$ cat config.mk
export PLATFORM = sky130hd
export DESIGN_NAME = multicycle_control_unit_flat
export DESIGN_NICKNAME = d
export VERILOG_FILES = /design/src/rtl/multicycle_control_unit_if.sv /design/src/rtl/multicycle_control_unit.sv /design/src/flat_wrapper.sv
export SDC_FILE = /design/constraint.sdc
export NUM_CORES = 1
export LEC_CHECK = 0
export CORE_AREA = 2 2 49 55
export CTS_BUF_LIST = sky130_fd_sc_hd__clkbuf_4
export DETAILED_ROUTE_END_ITERATION = 8
export DIE_AREA = 0 0 51 57
export HOLD_SLACK_MARGIN = 0.02
export PLACE_DENSITY = 0.75
export SETUP_SLACK_MARGIN = 0.05
export SLEW_MARGIN = 20
export SYNTH_ARGS = -nofsm -noshare
export SYNTH_HDL_FRONTEND = slang
export SYNTH_SLANG_ARGS = --single-unit
export TNS_END_PERCENT = 30
$ cat constraint.sdc
create_clock -name CLK -period 2.17 [get_ports CLK]
set_clock_uncertainty 0.15 [all_clocks]
set_input_delay 0.217 -clock CLK [delete_from_list [all_inputs] [get_ports CLK]]
set_output_delay 0.217 -clock CLK [all_outputs]
set_load 0.02 [all_outputs]
$ cat src/rtl/multicycle_control_unit_if.sv
// Control bus between the multicycle control unit and its datapath.
// The unit owns the master modport. The datapath, or a bench, owns the slave modport.
// Optional counters are present only when PERF_CNT_EN is defined.
interface multicycle_control_unit_if #(
    parameter int unsigned OPCODE_W = 5,
    parameter int unsigned ALUOP_W  = 4
);
    logic [OPCODE_W-1:0] opcode;
    logic                branchIdea;
    logic                C_dm_ready;
    logic                C_ir_load;
    logic                C_pc_write;
    logic                pcSrc;
    logic                C_offset;
    logic [ALUOP_W-1:0]  ALUop;
    logic                regWrite;
    logic                muxWriteReg;
    logic                muxWriteData;
    logic                C_reg2_aluB_mux;
    logic                C_sub_mAluInputB_L;
    logic                C_mDataMemVsAluOutput;
    logic                C_L_mux;
    logic                C_mWwriteDataA;
    logic                C_read_dm;
    logic                C_write_dm;
    logic [2:0]          state;
    logic                C_illegal;
    logic                C_mem_timeout;
`ifdef PERF_CNT_EN
    logic [31:0]         instr_retired;
    logic [31:0]         stall_cycles;
`endif

    // Control unit side
    modport master (
        input  opcode, branchIdea, C_dm_ready,
        output C_ir_load, C_pc_write, pcSrc, C_offset, ALUop,
               regWrite, muxWriteReg, muxWriteData, C_reg2_aluB_mux,
               C_sub_mAluInputB_L, C_mDataMemVsAluOutput, C_L_mux,
               C_mWwriteDataA, C_read_dm, C_write_dm, state,
               C_illegal, C_mem_timeout
`ifdef PERF_CNT_EN
        , output instr_retired, stall_cycles
`endif
    );

    // Datapath side
    modport slave (
        output opcode, branchIdea, C_dm_ready,
        input  C_ir_load, C_pc_write, pcSrc, C_offset, ALUop,
               regWrite, muxWriteReg, muxWriteData, C_reg2_aluB_mux,
               C_sub_mAluInputB_L, C_mDataMemVsAluOutput, C_L_mux,
               C_mWwriteDataA, C_read_dm, C_write_dm, state,
               C_illegal, C_mem_timeout
`ifdef PERF_CNT_EN
        , input instr_retired, stall_cycles
`endif
    );
endinterface

$ cat src/rtl/multicycle_control_unit.sv
// Multicycle control unit. Instructions step through FETCH, DECODE, EXEC, MEM and WB.
// A ready handshake stalls the MEM state. An illegal opcode or a memory timeout enters TRAP.
// Define PERF_CNT_EN to add the instr_retired and stall_cycles counters.
module multicycle_control_unit #(
    parameter int unsigned OPCODE_W     = 5,
    parameter int unsigned ALUOP_W      = 4,
    parameter int unsigned MEM_WAIT_MAX = 15
) (
    input  logic                      CLK,
    input  logic                      RST,
    multicycle_control_unit_if.master bus
);
    localparam int unsigned WAIT_W = $clog2(MEM_WAIT_MAX + 1);

    typedef enum logic [2:0] {
        FETCH  = 3'd0,
        DECODE = 3'd1,
        EXEC   = 3'd2,
        MEM    = 3'd3,
        WB     = 3'd4,
        TRAP   = 3'd5
    } state_t;

    typedef enum logic [3:0] {
        OP_AR, OP_T, OP_I, OP_J, OP_M, OP_L, OP_L2, OP_Q, OP_ILL
    } opclass_t;

    state_t              stateQ, stateNext;
    logic [WAIT_W-1:0]   waitCnt, waitNext;
    logic [OPCODE_W-1:0] opQ;
    logic                memTimeoutQ, timeoutNext;
    opclass_t            curOp, decOp;

    // Map an opcode to its instruction class. Any nonzero upper bit makes the opcode illegal.
    function automatic opclass_t classify(input logic [OPCODE_W-1:0] op);
        opclass_t c;
        c = OP_ILL;
        if ((op >> 5) == '0) begin
            case (op[4:0])
                5'b00010: c = OP_AR;
                5'b01011: c = OP_T;
                5'b00001: c = OP_I;
                5'b00011: c = OP_J;
                5'b00100: c = OP_M;
                5'b00000: c = OP_L;
                5'b01100: c = OP_L2;
                5'b01000: c = OP_Q;
                default:  c = OP_ILL;
            endcase
        end
        return c;
    endfunction

    // State, wait counter, latched opcode and trap cause
    always_ff @(posedge CLK or posedge RST) begin
        if (RST) begin
            stateQ      <= FETCH;
            waitCnt     <= '0;
            opQ         <= '0;
            memTimeoutQ <= 1'b0;
        end else begin
            stateQ      <= stateNext;
            waitCnt     <= waitNext;
            memTimeoutQ <= timeoutNext;
            if (stateQ == DECODE) opQ <= bus.opcode;
        end
    end

    // Next-state and output decode; every output is forced low while RST is high
    always_comb begin
        stateNext                 = stateQ;
        waitNext                  = waitCnt;
        timeoutNext               = memTimeoutQ;
        curOp                     = classify(opQ);
        decOp                     = OP_ILL;
        bus.C_ir_load             = 1'b0;
        bus.C_pc_write            = 1'b0;
        bus.pcSrc                 = 1'b0;
        bus.C_offset              = 1'b0;
        bus.ALUop                 = '0;
        bus.regWrite              = 1'b0;
        bus.muxWriteReg           = 1'b0;
        bus.muxWriteData          = 1'b0;
        bus.C_reg2_aluB_mux       = 1'b0;
        bus.C_sub_mAluInputB_L    = 1'b0;
        bus.C_mDataMemVsAluOutput = 1'b0;
        bus.C_L_mux               = 1'b0;
        bus.C_mWwriteDataA        = 1'b0;
        bus.C_read_dm             = 1'b0;
        bus.C_write_dm            = 1'b0;
        bus.state                 = 3'd0;
        bus.C_illegal             = 1'b0;
        bus.C_mem_timeout         = 1'b0;
        if (!RST) begin
            bus.state = stateQ;
            case (stateQ)
                FETCH: begin
                    bus.C_ir_load  = 1'b1;
                    bus.C_pc_write = 1'b1;
                    stateNext      = DECODE;
                end
                DECODE: begin
                    decOp = classify(bus.opcode);
                    if (decOp == OP_Q)        stateNext = WB;
                    else if (decOp == OP_ILL) stateNext = TRAP;
                    else                      stateNext = EXEC;
                end
                EXEC: begin
                    stateNext = WB;
                    case (curOp)
                        OP_AR, OP_T: bus.ALUop = {ALUOP_W{1'b1}};
                        OP_I: begin
                            bus.ALUop           = {ALUOP_W{1'b1}};
                            bus.C_reg2_aluB_mux = 1'b1;
                        end
                        OP_J: begin
                            bus.C_pc_write = 1'b1;
                            bus.pcSrc      = 1'b1;
                            stateNext      = FETCH;
                        end
                        OP_M: begin
                            bus.C_offset   = 1'b1;
                            bus.pcSrc      = bus.branchIdea;
                            bus.C_pc_write = bus.branchIdea;
                            stateNext      = FETCH;
                        end
                        OP_L, OP_L2: begin
                            bus.C_reg2_aluB_mux    = 1'b1;
                            bus.C_sub_mAluInputB_L = 1'b1;
                            stateNext              = MEM;
                        end
                        default: stateNext = TRAP;
                    endcase
                end
                MEM: begin
                    bus.C_read_dm  = (curOp == OP_L);
                    bus.C_write_dm = (curOp == OP_L2);
                    if (bus.C_dm_ready) begin
                        waitNext  = '0;
                        stateNext = (curOp == OP_L) ? WB : FETCH;
                    end else if (waitCnt == WAIT_W'(MEM_WAIT_MAX - 1)) begin
                        waitNext    = waitCnt + 1'b1;
                        timeoutNext = 1'b1;
                        stateNext   = TRAP;
                    end else begin
                        waitNext = waitCnt + 1'b1;
                    end
                end
                WB: begin
                    bus.regWrite = 1'b1;
                    stateNext    = FETCH;
                    case (curOp)
                        OP_T: begin
                            bus.muxWriteReg  = 1'b1;
                            bus.muxWriteData = 1'b1;
                        end
                        OP_I: bus.muxWriteReg = 1'b1;
                        OP_L: begin
                            bus.C_mDataMemVsAluOutput = 1'b1;
                            bus.C_L_mux               = 1'b1;
                        end
                        OP_Q: begin
                            bus.C_L_mux        = 1'b1;
                            bus.C_mWwriteDataA = 1'b1;
                        end
                        default: ;
                    endcase
                end
                TRAP: begin
                    bus.C_illegal     = !memTimeoutQ;
                    bus.C_mem_timeout = memTimeoutQ;
                end
                default: stateNext = FETCH;
            endcase
        end
    end

`ifdef PERF_CNT_EN
    logic [31:0] instrQ, stallQ;

    // Count retired instructions and memory stall cycles
    always_ff @(posedge CLK or posedge RST) begin
        if (RST) begin
            instrQ <= '0;
            stallQ <= '0;
        end else begin
            if (stateNext == FETCH && (stateQ == EXEC || stateQ == MEM || stateQ == WB))
                instrQ <= instrQ + 32'd1;
            if (stateQ == MEM && !bus.C_dm_ready)
                stallQ <= stallQ + 32'd1;
        end
    end

    assign bus.instr_retired = instrQ;
    assign bus.stall_cycles  = stallQ;
`endif
endmodule
$ cat src/flat_wrapper.sv
// flat-port wrapper written by rule: the top's interface ports become plain ports
module multicycle_control_unit_flat 
#(
    parameter int unsigned OPCODE_W     = 5,
    parameter int unsigned ALUOP_W      = 4,
    parameter int unsigned MEM_WAIT_MAX = 15
)
  (CLK, RST, bus_opcode, bus_branchIdea, bus_C_dm_ready, bus_C_ir_load, bus_C_pc_write, bus_pcSrc, bus_C_offset, bus_ALUop, bus_regWrite, bus_muxWriteReg, bus_muxWriteData, bus_C_reg2_aluB_mux, bus_C_sub_mAluInputB_L, bus_C_mDataMemVsAluOutput, bus_C_L_mux, bus_C_mWwriteDataA, bus_C_read_dm, bus_C_write_dm, bus_state, bus_C_illegal, bus_C_mem_timeout);
  multicycle_control_unit_if #(.OPCODE_W(OPCODE_W), .ALUOP_W(ALUOP_W)) bus_i ();
  input  logic CLK;
  input  logic RST;
  input wire logic [$bits(bus_i.opcode)-1:0] bus_opcode;
  input wire logic [$bits(bus_i.branchIdea)-1:0] bus_branchIdea;
  input wire logic [$bits(bus_i.C_dm_ready)-1:0] bus_C_dm_ready;
  output wire logic [$bits(bus_i.C_ir_load)-1:0] bus_C_ir_load;
  output wire logic [$bits(bus_i.C_pc_write)-1:0] bus_C_pc_write;
  output wire logic [$bits(bus_i.pcSrc)-1:0] bus_pcSrc;
  output wire logic [$bits(bus_i.C_offset)-1:0] bus_C_offset;
  output wire logic [$bits(bus_i.ALUop)-1:0] bus_ALUop;
  output wire logic [$bits(bus_i.regWrite)-1:0] bus_regWrite;
  output wire logic [$bits(bus_i.muxWriteReg)-1:0] bus_muxWriteReg;
  output wire logic [$bits(bus_i.muxWriteData)-1:0] bus_muxWriteData;
  output wire logic [$bits(bus_i.C_reg2_aluB_mux)-1:0] bus_C_reg2_aluB_mux;
  output wire logic [$bits(bus_i.C_sub_mAluInputB_L)-1:0] bus_C_sub_mAluInputB_L;
  output wire logic [$bits(bus_i.C_mDataMemVsAluOutput)-1:0] bus_C_mDataMemVsAluOutput;
  output wire logic [$bits(bus_i.C_L_mux)-1:0] bus_C_L_mux;
  output wire logic [$bits(bus_i.C_mWwriteDataA)-1:0] bus_C_mWwriteDataA;
  output wire logic [$bits(bus_i.C_read_dm)-1:0] bus_C_read_dm;
  output wire logic [$bits(bus_i.C_write_dm)-1:0] bus_C_write_dm;
  output wire logic [$bits(bus_i.state)-1:0] bus_state;
  output wire logic [$bits(bus_i.C_illegal)-1:0] bus_C_illegal;
  output wire logic [$bits(bus_i.C_mem_timeout)-1:0] bus_C_mem_timeout;
  assign bus_i.opcode = bus_opcode;
  assign bus_i.branchIdea = bus_branchIdea;
  assign bus_i.C_dm_ready = bus_C_dm_ready;
  assign bus_C_ir_load = bus_i.C_ir_load;
  assign bus_C_pc_write = bus_i.C_pc_write;
  assign bus_pcSrc = bus_i.pcSrc;
  assign bus_C_offset = bus_i.C_offset;
  assign bus_ALUop = bus_i.ALUop;
  assign bus_regWrite = bus_i.regWrite;
  assign bus_muxWriteReg = bus_i.muxWriteReg;
  assign bus_muxWriteData = bus_i.muxWriteData;
  assign bus_C_reg2_aluB_mux = bus_i.C_reg2_aluB_mux;
  assign bus_C_sub_mAluInputB_L = bus_i.C_sub_mAluInputB_L;
  assign bus_C_mDataMemVsAluOutput = bus_i.C_mDataMemVsAluOutput;
  assign bus_C_L_mux = bus_i.C_L_mux;
  assign bus_C_mWwriteDataA = bus_i.C_mWwriteDataA;
  assign bus_C_read_dm = bus_i.C_read_dm;
  assign bus_C_write_dm = bus_i.C_write_dm;
  assign bus_state = bus_i.state;
  assign bus_C_illegal = bus_i.C_illegal;
  assign bus_C_mem_timeout = bus_i.C_mem_timeout;
  multicycle_control_unit #(.OPCODE_W(OPCODE_W), .ALUOP_W(ALUOP_W), .MEM_WAIT_MAX(MEM_WAIT_MAX)) u_core (.CLK(CLK), .RST(RST), .bus(bus_i));
endmodule
==> results.yml, run 1 <==
worst_setup_path:
  crit_chain: "inv_2, ha_4, nor2b_2, o211ai_1, a21oi_2, or2_4, buf_6"
  crit_type: "reg2out"
  cp.required_ns: 1.80
  cp-start-kind: "flip-flop"
  cp_max_fo: 6
  arrival_ns: 1.81
  cp_slowest_stage_delay_ns: 0.40
  cp-startpoint: "u_core.opQ[0]"
  reg2reg_from: "u_core.opQ[0]"
  crit_path_top_delay_cell: "dfrtp_1"
  crit_path_end_kind: "output port"
global_route:
  grt_first_pass_wirelength_um: 5120
  antenna_found_initial: 0
  grt-ovfl-total: 0
  grt_use_total: 0.230
  grt_max_degree: 14
  grt_pass1_vias: 1201
clocking:
  cts_tree: "yes"
  cts-htree-levels: 1
  cts_buffers: 3
  cts_sinks: 13
  cts-root-buf: "clkbuf_4"
  clk_path_buf_depth: 2
  insertion_delay_ns: 0.29
  cts.clk_slew.worst_paths_ns: 0.09
worst_hold_path:
  hold_class: "in2reg"
  worstHoldStart: "bus_opcode[1]"
detailed_routing:
  drtIter0Drc: 44
  route.detailed.drc: 0
  routed_wirelength_um: 2910
  wl_per_cell_um: 13.2
  avgViaCountPerCell: 5.30
  drtAntennaViolNets: 0
  vias: 1167
  drtPass1Iterations: 4
finish:
  layout-drive-gt1-share: 0.392
  post-route-util: 0.673
  fin_nets: 203
  areaGrowthSynthToFinish_pct: 50.8
  diodes: 0
power_and_ir_drop:
  p_leak_nw: 0.753
  totalPowerFinal_mw: 1.87
  power.density_mw_per_mm2: 1160
  peakVddDrop_mv: 0.695
floorplan:
  fp.dieW_um: 51
  core_area_sq_mm: 0.00240
  fp-row-count: 19
  dieArea_sq_mm: 0.00291
  die-height_um: 57
  ios: 32
  initial_core_util: 0.446
synth:
  synth-seq-area-share: 0.304
  synth-seq-cells: 13
  synthDominantCellAreaShare: 0.304
  synthDistinctLibCells: 41
  async_reset_ff_frac: 1.00
  avgSynthCellArea_sq_um: 7.93
  synth-warning-count: 0
  synth_top_cell_by_area: "dfrtp_1"
  synth_common_cells: "16 x nand2_1, 14 x nor2_1, 13 x dfrtp_1, 10 x inv_1"
  synth_area_sq_mm: 0.00107
  synthCells: 135
  synth_most_common_cell: "nand2_1"
  synth_fp_nets: 148
  synth_area_leaders: "dfrtp_1 30%, nand2_1 5.6%, nor2_1 4.9%"
  ys.flop_type: "dfrtp_1"
  synth_edf_count: 0
timing:
  hold_viol: 0
  postLayoutSetupSlackWorst_ns: -0.00921
  finalSetupViolCount: 1
  tightest_slew_ns: 0.392
  slew_headroom: 0.738
  fin_crit_ns: 2.18
  fin_crit_sh: 1.00
  max_freq_mhz: 459
  rsz0062_at_grt: "yes"
  slew_violations: 0
place:
  io_buffer_count: 31
  dpl.hpwl_um: 2280
  gp_congestion: 0.862
  pre_cts_slack_ns: -0.194
run:
  maxCapViolations: 0
outcome:
  violations: "negative setup slack"
  status: "finished with violations"
critical path, delay by kind of cell, from the launching register on:
kind	cells	cell delay (ns)
compound gates	2	0.28
fa+ha+maj	1	0.22
buf+inv	2	0.21
flops	1	0.40
simple gates	2	0.42
through the flow:
step	area, sq um	instances	TNS, ns	hold slack [ns]
2_1_floorplan	1080	135	0	-0.0478
3_3_place_gp	1560	215	-1.20	0.339
3_5_place_dp	1560	215	-1.86	0.346
4_1_cts	1600	220	-0.0721	0.353
5_1_grt	1620	220	-0.258	0.382
6_report	1620	220	-0.00921	0.346
sequential cells by signal (all words and copies together), names as in the netlist:
register and flops:
u_core.memTimeoutQ 1, u_core.stateQ 3, u_core.opQ 5, u_core.waitCnt 4
timing repair:
item | in CTS | in global routing
pin swaps | 0 | 4
setup endpoints to repair | 20 | 17
resized for setup | 65 | 19
hold buffers | 0 | 0
setup buffers | 1 | 0
cell type report:
cell class | count | area (sq um)
Clock buffer | 3 | 22.5
Clock inverter | 1 | 5.00
Multi-Input combinational cell | 104 | 718
Tap cell | 31 | 38.8
Fill cell | 208 | 786
Timing Repair Buffer | 58 | 467
Sequential cell | 13 | 327
Inverter | 10 | 37.5
path summary, 6_finish.rpt:
path	slack, ns	endpoint	cells past startpoint
worst min register to register	0.36	u_core.memTimeoutQ	1
worst min-delay path	0.35	u_core.opQ[1]	3
worst max register to register	0.13	u_core.stateQ[1]	9
max in group asynchronous	1.31	u_core.stateQ[0]	4
min in group asynchronous	0.39	u_core.opQ[2]	4
worst max-delay path	-0.009	bus_C_pc_write	7
cell families after synthesis:
kind of cell / after synthesis / synth area share
and+or+nand+nor: 68 / 0.341
AOI/OAI and AO/OA: 26 / 0.157
buffers and inverters: 18 / 0.0923
DFF: 13 / 0.304
muxes: 5 / 0.0514
adders and majority gates: 4 / 0.0467
xor gates and xnor gates: 1 / 0.00818
routing by layer:
metal  global-route usage  up-vias  share of wire
li1                     -      576              -
met2                0.425       51           0.53
met4                0.104        0          0.022
met3               0.0236        9          0.053
met1                0.261      531           0.40
met5                    0        -              0
placed cells by master (no fill, tap or decap), types with 2 or more instances in the layout:
cell type and count:
nor3_4 2, dfrtp_1 12, nor2b_1 4, o21ai_0 7, clkbuf_4 3, nand2b_1 2, nor2b_2 4, nand2_1 16
clkbuf_2 4, buf_4 31, inv_1 8, nor4_2 2, nor2_1 14, dlygate4sd2_1 4, nor3_2 2, clkdlybuf4s15_2 4
ha_1 3, clkdlybuf4s50_1 9, o211ai_1 3, a21oi_1 6, mux2_2 4, buf_2 4, inv_2 2, nand3_1 7
nor3_1 3
where the power goes:
part	internal, mW	switching (mW)
registers	0.331	0.130
logic	0.642	0.608
clock network	0.0688	0.0927
total	1.04	0.831
Note: power is estimated with default switching activity, not from simulation.
==> run 2: changes to the inputs <==
GPL_TIMING_DRIVEN = 0   (was default)
==> results.yml, run 2 (synthesized netlist as in run 1, its figures left out) <==
timing:
  slew_violations: 0
  slew_headroom: 0.714
  rsz0062_at_grt: "yes"
  fin_crit_sh: 0.985
  hold_viol: 0
  max_freq_mhz: 468
  finalSetupViolCount: 0
  tightest_slew_ns: 0.425
  fin_crit_ns: 2.14
global_route:
  grt_first_pass_wirelength_um: 4600
  antenna_found_initial: 0
  met1_usage: 0.255
  grt_pass1_vias: 1061
  top_usage_layer: "met2"
  grtUsageMet2: 0.378
  gr-usage-met3: 0.0157
  grt_max_degree: 14
  grt_use_total: 0.206
  grt-ovfl-total: 0
worst_setup_path:
  crit_type: "reg2out"
  rrSetupSlack_ns: 0.26
  cp.required_ns: 1.80
  critical_path.top_delay_family: "flip-flops"
  cp_slowest_stage_delay_ns: 0.40
  arrival_ns: 1.77
  crit_buf_inv: 2
  crit_path_end_kind: "output port"
  cp_max_fo: 8
  crit_chain: "inv_2, ha_4, nor2b_4, o211ai_1, a21oi_2, or2_4, buf_6"
  crit_path_top_delay_cell: "dfrtp_1"
  cp-start-kind: "flip-flop"
clocking:
  cts_buffers: 3
  insertion_delay_ns: 0.27
  cts_sinks: 13
  cts-root-buf: "clkbuf_4"
  clk_path_buf_depth: 2
  cts-htree-levels: 1
  cts.clk_slew.worst_paths_ns: 0.08
  cts_tree: "yes"
floorplan:
  fp-row-count: 19
  dieArea_sq_mm: 0.00291
  fp.dieW_um: 51
  die-height_um: 57
  ios: 32
  initial_core_util: 0.446
  core_area_sq_mm: 0.00240
detailed_routing:
  routed_wirelength_um: 2840
  drtPass1Iterations: 4
  route.detailed.drc: 0
  drtAntennaViolNets: 0
  drtIter0Drc: 32
  wl_per_cell_um: 13.8
  vias: 1137
  avgViaCountPerCell: 5.52
finish:
  reg.largest.list: "u_core.opQ x5, u_core.waitCnt x4, u_core.stateQ x3"
  regArea_sq_um: 327
  areaGrowthSynthToFinish_pct: 43.6
  layout-drive-gt1-share: 0.360
  diodes: 0
  post-route-util: 0.640
  fill_cells: 220
  largest_register_ffs: 5
  layout_common_cells: "15 x buf_4, 14 x nand2_1, 13 x nor2_1"
  layout_commonest_cell: "buf_4"
  multi_input_area_sq_um: 738
  top_register: "u_core.opQ"
  fin_nets: 189
outcome:
  status: "completed"
worst_hold_path:
  hold_class: "in2async"
place:
  io_buffer_count: 31
  dpl.hpwl_um: 2020
  gp_congestion: 0.846
power_and_ir_drop:
  p_leak_nw: 0.717
  power.density_mw_per_mm2: 1160
  peakVddDrop_mv: 0.764
  totalPowerFinal_mw: 1.79
run:
  maxCapViolations: 0
-- run 2: final timing paths --
path                                       to  cells past startpoint                from
setup / recovery               bus_C_pc_write                      7       u_core.opQ[0]
hold / removal               u_core.stateQ[0]                      3                 RST
setup reg to reg             u_core.stateQ[1]                      8       u_core.opQ[0]
hold reg to reg            u_core.memTimeoutQ                      1  u_core.memTimeoutQ
max in group asynchronous    u_core.stateQ[1]                      3                 RST
min in group CLK           u_core.memTimeoutQ                      1  u_core.memTimeoutQ
-- run 2: what timing repair did --
item                       4_1_cts  5_1_grt
pin swaps                        0        5
hold buffers                     0        0
gates resized for setup         64       28
buffers inserted                 4        2
setup endpoints to repair       22       18
-- run 2: worst register-to-register path: stages (launching register included) --
cell and delay [ns]:
dfrtp_1 0.40, inv_2 0.08, ha_4 0.22, xor2_1 0.16, nor4_2 0.18, a31oi_2 0.08, buf_4 0.16, o32a_1 0.30
o22ai_2 0.11
-- run 2: where the power goes --
part | internal, mW | total [mW] | switching [mW]
Clock | 0.0837 | 0.164 | 0.0801
Combinational | 0.552 | 1.22 | 0.669
Sequential | 0.329 | 0.403 | 0.0734
Total | 0.965 | 1.79 | 0.822
-- run 2: per-layer routing --
layer | vias up | share of wire | wire length (um)
li1 | 555 | - | -
met4 | 0 | 0.015 | 42
met5 | - | 0 | 0
met3 | 6 | 0.051 | 146
met1 | 537 | 0.40 | 1150
met2 | 39 | 0.53 | 1500
-- run 2: through the flow --
step	setup TNS, ns	instance area, sq um	setup WS (ns)	std cells	hold slack [ns]
global route	-0.197	1540	-0.0775	206	0.222
global placement	-5.50	1430	-0.475	197	0.341
detailed placement	-5.94	1430	-0.504	197	0.333
finish	0	1540	0.0329	206	0.162
floorplan	0	1080	0.00551	135	-0.0478
CTS	-0.171	1530	-0.0819	204	0.130
-- run 2: area by class of cell --
| type | count | area share |
|---|---|---|
| repair buffers | 37 | 0.199 |
| clock buffers | 4 | 0.0195 |
| multi-input cells | 104 | 0.480 |
| flip-flops and latches | 13 | 0.212 |
| plain buffers | 7 | 0.0366 |
| well taps | 31 | 0.0252 |
| inverters | 10 | 0.0269 |
